==> src/rtl/calc_sched_pkg.sv <==
// Shared constants for the calculator datapath: default widths, sequencer states
// and ALU opcodes (also used by the ALU and the button encoder).
package calc_pkg;
  localparam int DEF_DATA_W = 16;
  localparam int DEF_ALU_W  = 32;
  localparam int DEF_OP_W   = 4;

  typedef enum logic [1:0] {
    S_IDLE  = 2'd0,
    S_ISSUE = 2'd1,
    S_WB    = 2'd2,
    S_RESP  = 2'd3
  } state_t;

  localparam logic [DEF_OP_W-1:0] ALUOP_ADD = 4'd0;
  localparam logic [DEF_OP_W-1:0] ALUOP_SUB = 4'd1;
  localparam logic [DEF_OP_W-1:0] ALUOP_AND = 4'd2;
  localparam logic [DEF_OP_W-1:0] ALUOP_OR  = 4'd3;
  localparam logic [DEF_OP_W-1:0] ALUOP_XOR = 4'd4;
endpackage

==> src/rtl/calc_sched_if.sv <==
// Request/response bundle between the two requesters and the calculator sequencer.
interface calc_sched_if #(
  parameter int DATA_W = calc_pkg::DEF_DATA_W,
  parameter int OP_W   = calc_pkg::DEF_OP_W
);
  logic [1:0]          req_valid;
  logic [1:0]          req_ready;
  logic [2*OP_W-1:0]   req_op;
  logic [2*DATA_W-1:0] req_operand;
  logic [1:0]          req_clr;
  logic [1:0]          rsp_valid;
  logic [DATA_W-1:0]   rsp_data;
  logic                rsp_zero;

  modport master (
    output req_valid, req_op, req_operand, req_clr,
    input  req_ready, rsp_valid, rsp_data, rsp_zero
  );

  modport slave (
    input  req_valid, req_op, req_operand, req_clr,
    output req_ready, rsp_valid, rsp_data, rsp_zero
  );
endinterface

==> src/rtl/calc_sched_rr_arb2.sv <==
// Two-way round-robin arbiter; on a tie the requester that did not win last time gets the grant.
module rr_arb2 (
  input  logic [1:0] req,
  input  logic       last_grant,
  output logic       grant,
  output logic       grant_valid
);
  always_comb begin
    grant_valid = |req;
    if (&req) grant = ~last_grant;
    else      grant = req[1];
  end
endmodule

==> src/rtl/calc_sched.sv <==
// Arbitrates two requesters onto the shared ALU, owns the accumulator and returns
// a one-cycle response to the winner; one operation every four cycles.
//
// state   | meaning
// S_IDLE  | arbitrate, accept one request, latch op/operand/clear into ALU regs
// S_ISSUE | ALU inputs presented from registers
// S_WB    | ALU inputs held; accumulator and zero flag written at closing edge
// S_RESP  | one-cycle rsp_valid pulse to the granted requester
module calc_sched import calc_pkg::*; #(
  parameter int DATA_W = DEF_DATA_W,
  parameter int ALU_W  = DEF_ALU_W,
  parameter int OP_W   = DEF_OP_W
) (
  input  logic              clc,
  input  logic              rst_n,
  calc_sched_if.slave       bus,
  output logic [OP_W-1:0]   alu_op,
  output logic [ALU_W-1:0]  alu_op1,
  output logic [ALU_W-1:0]  alu_op2,
  input  logic [ALU_W-1:0]  alu_result,
  input  logic              alu_zero,
  output logic [DATA_W-1:0] acc,
  output logic              busy
);
  localparam int EXT_W = ALU_W - DATA_W;

  state_t              state, state_nxt;
  logic                last_grant, grant, grant_valid, accept, clr_q, rsp_zero;
  logic [OP_W-1:0]     sel_op;
  logic [DATA_W-1:0]   sel_operand;
  logic                unused_alu_hi;

  rr_arb2 u_arb (
    .req         (bus.req_valid),
    .last_grant  (last_grant),
    .grant       (grant),
    .grant_valid (grant_valid)
  );

  assign sel_op      = grant ? bus.req_op[2*OP_W-1:OP_W] : bus.req_op[OP_W-1:0];
  assign sel_operand = grant ? bus.req_operand[2*DATA_W-1:DATA_W] : bus.req_operand[DATA_W-1:0];
  assign accept      = (state == S_IDLE) && grant_valid;
  assign busy        = (state != S_IDLE);
  assign bus.rsp_data = acc;
  assign bus.rsp_zero = rsp_zero;
  // Upper result bits are dropped on purpose: the accumulator wraps at DATA_W.
  assign unused_alu_hi = ^alu_result[ALU_W-1:DATA_W];

  always_comb begin
    state_nxt     = state;
    bus.req_ready = 2'b00;
    bus.rsp_valid = 2'b00;
    case (state)
      S_IDLE: begin
        if (grant_valid) begin
          bus.req_ready[grant] = 1'b1;
          state_nxt            = S_ISSUE;
        end
      end
      S_ISSUE: state_nxt = S_WB;
      S_WB:    state_nxt = S_RESP;
      S_RESP: begin
        bus.rsp_valid[last_grant] = 1'b1;
        state_nxt                 = S_IDLE;
      end
      default: state_nxt = S_IDLE;
    endcase
  end

  always_ff @(posedge clc or negedge rst_n) begin
    if (!rst_n) begin
      state      <= S_IDLE;
      last_grant <= 1'b1;
      clr_q      <= 1'b0;
      alu_op     <= '0;
      alu_op1    <= '0;
      alu_op2    <= '0;
      acc        <= '0;
      rsp_zero   <= 1'b0;
    end else begin
      state <= state_nxt;
      if (accept) begin
        last_grant <= grant;
        clr_q      <= bus.req_clr[grant];
        alu_op     <= sel_op;
        alu_op1    <= {{EXT_W{acc[DATA_W-1]}}, acc};
        alu_op2    <= {{EXT_W{sel_operand[DATA_W-1]}}, sel_operand};
      end
      if (state == S_WB) begin
        acc      <= clr_q ? '0 : alu_result[DATA_W-1:0];
        rsp_zero <= clr_q | alu_zero;
      end
    end
  end
endmodule

==> src/flat_wrapper.sv <==
// flat-port wrapper written by rule: the top's interface ports become plain ports
module calc_sched_flat import calc_pkg::*;
#(
  parameter int DATA_W = DEF_DATA_W,
  parameter int ALU_W  = DEF_ALU_W,
  parameter int OP_W   = DEF_OP_W
)
  (clc, rst_n, alu_op, alu_op1, alu_op2, alu_result, alu_zero, acc, busy, bus_req_valid, bus_req_op, bus_req_operand, bus_req_clr, bus_req_ready, bus_rsp_valid, bus_rsp_data, bus_rsp_zero);
  calc_sched_if #(.DATA_W(DATA_W), .OP_W(OP_W)) bus_i ();
  input  logic clc;
  input  logic rst_n;
  output logic [OP_W-1:0] alu_op;
  output logic [ALU_W-1:0] alu_op1;
  output logic [ALU_W-1:0] alu_op2;
  input  logic [ALU_W-1:0] alu_result;
  input  logic alu_zero;
  output logic [DATA_W-1:0] acc;
  output logic busy;
  input wire logic [$bits(bus_i.req_valid)-1:0] bus_req_valid;
  input wire logic [$bits(bus_i.req_op)-1:0] bus_req_op;
  input wire logic [$bits(bus_i.req_operand)-1:0] bus_req_operand;
  input wire logic [$bits(bus_i.req_clr)-1:0] bus_req_clr;
  output wire logic [$bits(bus_i.req_ready)-1:0] bus_req_ready;
  output wire logic [$bits(bus_i.rsp_valid)-1:0] bus_rsp_valid;
  output wire logic [$bits(bus_i.rsp_data)-1:0] bus_rsp_data;
  output wire logic [$bits(bus_i.rsp_zero)-1:0] bus_rsp_zero;
  assign bus_i.req_valid = bus_req_valid;
  assign bus_i.req_op = bus_req_op;
  assign bus_i.req_operand = bus_req_operand;
  assign bus_i.req_clr = bus_req_clr;
  assign bus_req_ready = bus_i.req_ready;
  assign bus_rsp_valid = bus_i.rsp_valid;
  assign bus_rsp_data = bus_i.rsp_data;
  assign bus_rsp_zero = bus_i.rsp_zero;
  calc_sched #(.DATA_W(DATA_W), .ALU_W(ALU_W), .OP_W(OP_W)) u_core (.clc(clc), .rst_n(rst_n), .bus(bus_i), .alu_op(alu_op), .alu_op1(alu_op1), .alu_op2(alu_op2), .alu_result(alu_result), .alu_zero(alu_zero), .acc(acc), .busy(busy));
endmodule
==> config.mk <==
export PLATFORM = sky130hd
export DESIGN_NAME = calc_sched_flat
export DESIGN_NICKNAME = d
export VERILOG_FILES = /design/src/rtl/calc_sched_pkg.sv /design/src/rtl/calc_sched_if.sv /design/src/rtl/calc_sched_rr_arb2.sv /design/src/rtl/calc_sched.sv /design/src/flat_wrapper.sv
export SDC_FILE = /design/constraint.sdc
export NUM_CORES = 1
export LEC_CHECK = 0
export ABC_AREA = 1
export BUFFER_PORTS_ARGS = -buffer_cell sky130_fd_sc_hd__buf_2
export CORE_MARGIN = 4
export CORE_UTILIZATION = 46
export DETAILED_ROUTE_END_ITERATION = 7
export PLACE_DENSITY = 0.87
export RECOVER_POWER = 50
export SYNTH_ARGS = -nofsm -noshare
export SYNTH_HDL_FRONTEND = slang
export SYNTH_SLANG_ARGS = --single-unit
==> constraint.sdc <==
create_clock -name clc -period 3.4 [get_ports clc]
set_clock_uncertainty 0.1 [all_clocks]
set_input_delay 0.85 -clock clc [delete_from_list [all_inputs] [get_ports clc]]
set_output_delay 0.85 -clock clc [all_outputs]
set_load 0.01 [all_outputs]
==> impl_metrics.ini <==
[sta]
fmax_mhz = 385
tns_ns = 0
fin_crit_sh_pct = 76.4
slew_viol_final = 0
fin_crit_ns = 2.60
finalHoldViolCount = 0
fin_ws_ns = 0.802
tightest_slew_ns = 1.29
final-setup-viol-count = 0
slew-limit-headroom_pct = 14.0
rsz0062_at_grt = false

[final_layout]
final_cell_mix = buf_2 (116), nand2_1 (95), dfrtp_1 (56)
fin_nets = 551
layout_commonest_cell = buf_2
drive_gt1_share_pct = 29.7
n_antenna_cell = 0
area_growth_pct = 21.5
final_area_mm2 = 0.00361
layout.cells.non_filler = 549

[detailed_routing]
route.detailed.drc = 0
totalWireLength_um = 7200
drt-wirelength-per-cell_um = 13.1
via_count = 2589
vias_per_cell = 4.72
drt_pass1_iterations = 5
drt_iter0_drc = 47
drt.antenna.violating_nets = 0

[clock_tree]
cts_tree = yes
post_cts_resized = 0
postCtsSetupRepairBufs = 0
numCtsBuffers = 9
root_buffer = clkbuf_8
path_clk_slew_ns = 0.06
clkSinkCount = 57
clock_latency_ns = 0.33
hold_buffers = 0
cts_buffer_depth = 2
htreeDepth = 3

[worst_setup_path]
crit_family = buffers and inverters
reg2reg_to = u_core.alu_op2[7]
crit_start = bus_req_valid[1]
worstRegToRegCells = 6
path_depth = 4
path_buf_inv = 2
cp-start-kind = primary input
critPathMostFrequentCell = buf_2
path_cells = buf_2, o21ai_4, a21oi_1, buf_2
required_ns = 2.45
critical_path.endpoint = bus_req_ready[0]
reg2reg_slack_ns = 1.30
critPathMaxFanout = 25
arrival_ns = 1.65
critical_path_class = primary input to primary output
worstSetupEndpointType = primary output
slowest_delay_ns = 0.39
crit_path_top_delay_cell = buf_2
r2r_start = u_core.state[0]

[global_route]
grt_pass1_wl_um = 11000
grt_use_met3_pct = 5.12
gr-usage-met2_pct = 32.0
overflow = 0
gr-max-usage-layer = met2
grt_antenna_before_repair = 0
met1_usage_pct = 21.1
grt_max_degree = 56
grt_use_total_pct = 18.2
grt_pass1_vias = 2416

[floorplanning]
fp.coreArea_mm2 = 0.00631
rows = 29
die_h_um = 88.3
die_area_mm2 = 0.00780
pin_count = 185
initial_core_util_pct = 47.0
dieWidth_um = 88.3

[place]
placed_area_mm2 = 0.00346
hpwlAfterDp_um = 5270
io_buffers = 168
placed_cells = 534
gp_congestion = 0.770
dp_slack_ns = 0.845

[power_and_ir_drop]
ir_drop_uv = 424
finalPower_mw = 3.36
p_leak_nw = 1.98
powerDensity_mw_per_mm2 = 931

[run_status]
status = completed

[logic_synthesis]
ys_seq_elements = 57
yosys-top-cells-area = dfrtp_1 (47%), buf_4 (13%), nand2_1 (12%)
synth-seq-area-share_pct = 48.1
syn_avg_cell_area_um2 = 8.46
syn_nets = 434
yosys_warnings = 0
synth.top_cell.area_share_pct = 47.2
synth_cell_type_count = 21
syn-instance-count = 351
syn_area_mm2 = 0.00297
synth_top_cell_by_area = dfrtp_1

[job]
max_cap_viol_count = 0

[min_path]
min_path_type = register to register
[final cells by class]
class                   instances  area, um^2
clock buffers                  13         179
clock inverters                 2        35.0
inverters                      39         146
flip-flops and latches         57        1430
multi-input cells             189         920
well taps                      77        96.3
repair buffers                172         803
fillers                       614        2710
[flip-flops by register name, indices dropped and copies added, names as in the netlist]
| register | flops |
|---|---|
| u_core.alu_op2 | 16 |
| u_core.acc | 16 |
| u_core.bus.rsp_zero | 1 |
| u_core.clr_q | 1 |
| u_core.alu_op1 | 16 |
| u_core.alu_op | 4 |
| u_core.last_grant | 1 |
| u_core.state | 2 |
[per-layer routing]
metal	share of wire, %	routed length (um)
met3	9.6	692
met4	1.6	113
met5	0	0
met2	49	3540
met1	40	2850
[cells in the mapped netlist, drive strengths merged]
library cell and n:
a21oi 1, buf 61, clkbuf 5, dfrtp 56
dfstp 1, ha 4, inv 39, nand2 95
nand3 25, nand3b 17, nand4 4, nor2 5
o21ai 38
[per-stage QoR]
step           util (%)  hold WS (ns)
3_3_place_gp       54.8         0.359
2_1_floorplan         -         0.365
6_report           57.1         0.379
4_1_cts            58.2         0.377
3_5_place_dp       54.8         0.360
5_1_grt            57.1         0.410
[cell families after synthesis]
logic type      Yosys count  share of synthesized area [%]
compound gates           39                           6.70
fa+ha+maj                 4                           1.69
flops                    57                           48.1
buf+inv                 105                           21.2
simple gates            146                           22.3
[power breakdown]
group	internal [mW]	switching (mW)	leakage (nW)
Combinational	0.538	0.955	1.15
Clock	0.413	0.257	0.112
Sequential	0.982	0.211	0.717
[worst min-delay path: stages (launching register included)]
cell	delay [ns]
dfrtp_1	0.34
nand2_1	0.05
nand2_1	0.05
[how the worst min path moves through the flow]
stage | slack (ns) | to | cells past startpoint | startpoint
after floorplan | 0.37 | u_core.last_grant | 2 | u_core.last_grant
after global placement | 0.36 | u_core.bus.rsp_zero | 2 | u_core.bus.rsp_zero
after detailed placement | 0.36 | u_core.bus.rsp_zero | 2 | u_core.bus.rsp_zero
after CTS | 0.38 | u_core.bus.rsp_zero | 2 | u_core.bus.rsp_zero
after global routing | 0.41 | u_core.alu_op1[5] | 2 | u_core.alu_op1[5]
final | 0.38 | u_core.bus.rsp_zero | 2 | u_core.bus.rsp_zero
No activity file was read; power rests on OpenSTA's default activity.
